--- src/rtl/gcd_engine.sv ---
// ---------------------------------------------------------------------------
// gcd_engine
//   Iterative subtractive greatest-common-divisor engine. A host loads two
//   unsigned operands with a one-cycle strobe. The engine then performs one
//   subtract or swap step per clock until register y reaches zero. At that
//   point register x holds the GCD.
//
//   Host protocol (no handshake, no backpressure):
//   - io_loadingValues=1 at a rising edge captures io_value1/io_value2.
//     This restarts the engine unconditionally.
//   - io_outputValid is a level flag that is high whenever y == 0.
//     While it is high, io_outputGCD is the result. Both stay stable until
//     the next load or reset.
//   - A host that wants the result must not reload before
//     io_outputValid rises.
//
// Parameters
//   WIDTH             operand/result width in bits (unsigned), >= 1
//
// Ports
//   clock             in   1      rising-edge clock
//   reset             in   1      synchronous, active-high reset (x=y=0)
//   io_value1         in   WIDTH  operand A, sampled on load
//   io_value2         in   WIDTH  operand B, sampled on load
//   io_loadingValues  in   1      load strobe
//   io_outputGCD      out  WIDTH  register x (the GCD once valid)
//   io_outputValid    out  1      high when register y == 0
// ---------------------------------------------------------------------------
module gcd_engine #(
  parameter int WIDTH = 2
) (
  input  logic             clock,
  input  logic             reset,
  input  logic [WIDTH-1:0] io_value1,
  input  logic [WIDTH-1:0] io_value2,
  input  logic             io_loadingValues,
  output logic [WIDTH-1:0] io_outputGCD,
  output logic             io_outputValid
);

  logic [WIDTH-1:0] r_x;
  logic [WIDTH-1:0] r_y;

  logic w_x_gt_y;
  logic w_x_zero;
  logic w_y_zero;

  assign w_x_gt_y = (r_x > r_y);
  assign w_x_zero = (r_x == '0);
  assign w_y_zero = (r_y == '0);

  // Every step subtracts the smaller register from the larger, so the
  // subtraction cannot underflow. Once y is zero with x nonzero, the x > y
  // branch subtracts zero. This holds the result without a separate
  // done state.
  always_ff @(posedge clock) begin
    if (reset) begin
      r_x <= '0;
      r_y <= '0;
    end else if (io_loadingValues) begin
      r_x <= io_value1;
      r_y <= io_value2;
    end else if (w_x_gt_y) begin
      r_x <= r_x - r_y;
    end else if (w_x_zero && !w_y_zero) begin
      // gcd(0, n) = n: move y into x so the engine terminates.
      r_x <= r_y;
      r_y <= '0;
    end else begin
      // 0 < x <= y, or x == y == 0. The latter subtracts zero and idles.
      r_y <= r_y - r_x;
    end
  end

  assign io_outputGCD   = r_x;
  assign io_outputValid = w_y_zero;

endmodule

--- config.mk ---
export PLATFORM = sky130hd
export DESIGN_NAME = gcd_engine
export DESIGN_NICKNAME = d
export VERILOG_FILES = /design/src/rtl/gcd_engine.sv
export SDC_FILE = /design/constraint.sdc
export NUM_CORES = 1
export LEC_CHECK = 0
export CELL_PAD_IN_SITES_DETAIL_PLACEMENT = 1
export CELL_PAD_IN_SITES_GLOBAL_PLACEMENT = 1
export CORE_AREA = 2 2 39 41
export DETAILED_ROUTE_END_ITERATION = 10
export DIE_AREA = 0 0 41 43
export HOLD_SLACK_MARGIN = 0.1
export PLACE_DENSITY_LB_ADDON = 0.1
export SYNTH_ARGS = -nofsm -noshare
export SYNTH_HDL_FRONTEND = slang
export SYNTH_SLANG_ARGS = --single-unit
--- constraint.sdc ---
create_clock -name clock -period 2.3 [get_ports clock]
set_input_delay 0.46 -clock clock [delete_from_list [all_inputs] [get_ports clock]]
set_output_delay 0.46 -clock clock [all_outputs]
set_load 0.005 [all_outputs]
# Yosys cells after proc, flatten, opt, wreduce, memory -nomap -nowiden
# Index checks and enable logic that the tools add are counted.
[word_totals]
elab_cells = 17
reg_bits = 4
out_inout_bits = 3
inputBits = 7
[op_classes]
n_reduce_logical = 5
n_lt_le_gt_ge = 1
muxes = 6
n_addsub = 2
n_eq_ne = 1
[ops]
columns = ["cell", "n"]
rows = [
  ["$mux W2", 6],
  ["$logic_not A2 Y1", 2],
  ["$sub A2 B2 Y2", 2],
  ["$reduce_bool A3 Y1", 1],
  ["$gt A2 B2 Y1", 1],
  ["$ne A2 B2 Y1 const B", 1],
  ["$logic_and A1 B1 Y1", 1],
  ["$logic_not A1 Y1", 1],
]

# Depth between registers and ports, before layout
[depth]
word_depth = 6
depth_mapped = 7
mapped_depth_nobuf = 7

# Worst setup path before layout
# OpenSTA, ideal clock, no wires.
[synth_timing]
kind = "register to register"
startpoint = "register r_x[0], in the netlist io_outputGCD[0]"
endpoint = "register r_x[1], in the netlist io_outputGCD[1]"
t_arrival_ps = 1704
stages_incl_launch_ff = 8
setup_time_ps = 91
period_less_slack_ps = 1795
slack_ps = 505
t_required_ps = 2209
n_path_buf = 0
path_cell_list = "dfxtp_1 inv_1 ha_1 inv_1 fa_1 a21boi_2 a311o_1 a311oi_1"
[synth_between]
elab_chain_len = 3
word_cells_on_any_way = 7
cone_classes = "add/sub: 1; order compare: 1; mux: 2; reduce/logical: 3"
[synth_rtl]
columns = ["element", "line", "source"]
rows = [
  ["start: declaration", "41", "logic [WIDTH-1:0] r_x;"],
  ["start signal: assignment", "61", "r_x <= io_value1;"],
  ["start signal: assignment", "64", "r_x <= r_x - r_y;"],
  ["start signal: assignment", "67", "r_x <= r_y;"],
  ["$sub A2 B2 Y2, or another cell as far along", "64", ""],
  ["$mux W2 or $logic_and A1 B1 Y1 (tied branches)", "63, 65", ""],
  ["$mux W2 or $reduce_bool A3 Y1 (tied branches)", "-", ""],
]
# Parallel ways exist; a longest one is shown, timed or not.
# A chain may end at the register's enable or synchronous reset.

# Worst setup path in the final report
[layout_timing]
startpoint = "register r_x[0], in the netlist io_outputGCD[0]"
endpoint = "register r_x[0], in the netlist io_outputGCD[0]"
# The elaborated chain is that of the path after synthesis.

==> metrics <==
post-synth net total=49; synth warn=0; Mean Syn Cell Area=8.96 sq um; crit path buf inv count=2; pin count of the biggest net entering global routing=15; Std-Cell Rows=14; final wirelength=878 microns; Maximum Capacitance Violations=0; post-cts sizing count=0; Max Buffers Root-to-Sink=2; Pwr Total=331 uW; hold buffer count at CTS=0; Setup TNS=0 ps; Max Transition Viols Final=0; Antenna Cells=0; fmax=between 500 and 600 MHz; post-DR wirelength/cell=13.3 microns; Worst Path Max Fanout=8; starting density of the core=0.246; synthesized area=340 sq um; Synth Area in Compound Gates=0.309; final worst path period share=0.856; Fin. Hold Viols=0; Yosys top cell area share=0.235; minimum clock period=1970 ps; Crit path arrival time=2110 ps; critical path endpoint category=flop; later-pin clock latency in the skew report=240 ps; sequential power share=0.277; CTS root buffer=clkbuf_4; Clock power frac=0.269; delay-heaviest family, CP=compound AO/OA/AOI/OAI gates; sequential fraction of the synthesis area=0.235; Rel. slew slack=0.709; vias per cell=between 5 and 6; number of global-route vias before repair=347; Worst-Margin Slew=about 430 ps; total CTS buffers=3; slowest stage delay, CP=390 ps; Hold Path Class=reg2reg; # fillers=between 150 and 200; die footprint=1760 sq um; FF+latch count, synth=4; Die Width=41 microns; clock-pin slew on the worst setup and hold paths=around 40 ps; gr ovfl total=0; Die Span Y=about 43 microns; layout net count=63; startpoint types=flop; Post CTS Setup Buffer Count=0; Unique masters post-synth=22; DP Area=about 450 sq um; I/O pin count=10; Fin Clk Skew=8.36 ps; Final ANT Viol Nets=0; top cells by area, synth=dfxtp_1 (24%), ha_1 (11%), fa_1 (5.9%), inv_1 (5.5%), a311oi_1 (5.1%); status=complete, no violations; Final Util=0.344; Worst Min Path Start=io_outputGCD[0]; Adder-Cell Fraction of Synth Area=0.169; worst-path cell chain=inv_1 > ha_1 > inv_1 > fa_1 > a21boi_2 > o311a_1 > a311oi_1; share of power burned in combinational logic=0.454; via count=347; Setup Viol. Count Final=0; layout cell share with drive strength beyond 1=0.140; XOR/XNOR Fraction of Synth Area=0.0257; Detailed Routing Iterations Pass 1=4; residual DRC count=0; Internal Dissipation=about 210 uW; first-pass GRT wire length=1540 microns; most frequent CP cell=inv_1; H-tree Lvls=1; area grow syn2layout=39.7%; Yosys top cell by area=dfxtp_1; Pleak=0.182 nW; Sw Share=0.356; DP HPWL=715 microns; Worst path slowest cell=fa_1; DR iter-0 viols=2; gp weighted congestion=0.800; CTS sink count=4; pre-CTS setup slack=300 ps; post-synthesis simple-gate area fraction=0.191; All-Layer GR Usage=0.131; Core Region=around 1400 sq um; I/O Buffers=9; final instance area=475 sq um; CTS tree=built; P_sw=118 uW; Power per Cell Area=695 nW/um^2; post-synthesis mux area share=0; VDD IR max=302 uV; initial antenna violation count=0; crit path from=io_outputGCD[0]; Crit Path Category=reg2reg; final setup margin=roughly 330 ps; CP Data Required Time=2440 ps; Critical R2R Launch=io_outputGCD[0]; Post-Synthesis Cells=38; largest family of logic cells by synthesized area=compound AO/OA/AOI/OAI gates; unrepaired setup endpoints after global routing=no
[synthesized netlist by cell type, drive strengths merged]
| cell type | n |
|---|---|
| a2111o | 1 |
| a2111oi | 2 |
| a21boi | 1 |
| a22o | 1 |
| a311o | 1 |
| a311oi | 2 |
| a31oi | 1 |
| buf | 1 |
| dfxtp | 4 |
| fa | 1 |
| ha | 3 |
| inv | 5 |
| nand2 | 4 |
| nand3b | 2 |
| nor2 | 3 |
| nor2b | 1 |
| o21ba | 1 |
| o311a | 1 |
| or2 | 1 |
| or3b | 1 |
| xor2 | 1 |
[power by group through the flow]
stage | Clock, mW | Combinational, mW | Sequential [mW]
5_1_grt | 0.103 | 0.167 | 0.0941
4_1_cts | 0.0925 | 0.151 | 0.0922
6_report | 0.0889 | 0.150 | 0.0916
3_5_place_dp | 0 | 0.149 | 0.0934
3_3_place_gp | 0 | 0.150 | 0.0923
2_1_floorplan | 0 | 0.0944 | 0.0919
[layout by cell type, fill, tap and decap left out, drive strengths merged, types with 2 or more instances in the layout]
cell type / synthesis / layout
clkdlybuf4s50: 0 / 9
nor2: 3 / 3
nand2: 4 / 4
inv: 5 / 5
nand3b: 2 / 2
ha: 3 / 3
a311oi: 2 / 2
clkbuf: 0 / 3
a2111oi: 2 / 2
dfxtp: 4 / 4
[worst min-delay path, cell delays in order, from the launching register on]
cell and delay [ps]:
dfxtp_1 340, inv_1 110, a311oi_1 100
[state kept, by name (all words and copies together) (netlist names)]
register	flops
io_outputGCD	2
r_y	2
[path summary, 6_finish.rpt]
kind                     end  slack (ps)  cells past startpoint
max          io_outputGCD[0]         330                      7
min          io_outputGCD[0]         600                      2
max reg2reg  io_outputGCD[0]         330                      7
min reg2reg  io_outputGCD[0]         600                      2
[cell families after synthesis]
group / after synthesis
AO/OA/AOI/OAI: 11
XOR/XNOR: 1
adder cells (fa/ha/maj): 4
buffers and inverters: 6
flip-flops: 4
AND/OR/NAND/NOR: 12
[routing by layer]
metal / vias up / track usage / wire length [microns]
met2: 15 / 0.175 / 414
met4: 0 / 0.0400 / 0
met1: 168 / 0.180 / 400
met5: - / 0 / 0
met3: 0 / 0.0628 / 63
li1: 164 / - / -
[through the flow]
stage                     cells  hold WS [ps]
after floorplan              38           527
after global placement       63           548
after detailed placement     63           599
after CTS                    66           605
after global routing         66           650
final                        66           603
[cell type report]
type	count	area (sq um)	area share
clock buffers	3	22.5	0.0474
inverters	5	18.8	0.0395
multi-input cells	28	236	0.497
flip-flops and latches	4	80.1	0.168
well taps	16	20.0	0.0421
repair buffers	10	97.6	0.205
No activity file was read; power rests on OpenSTA's default activity.
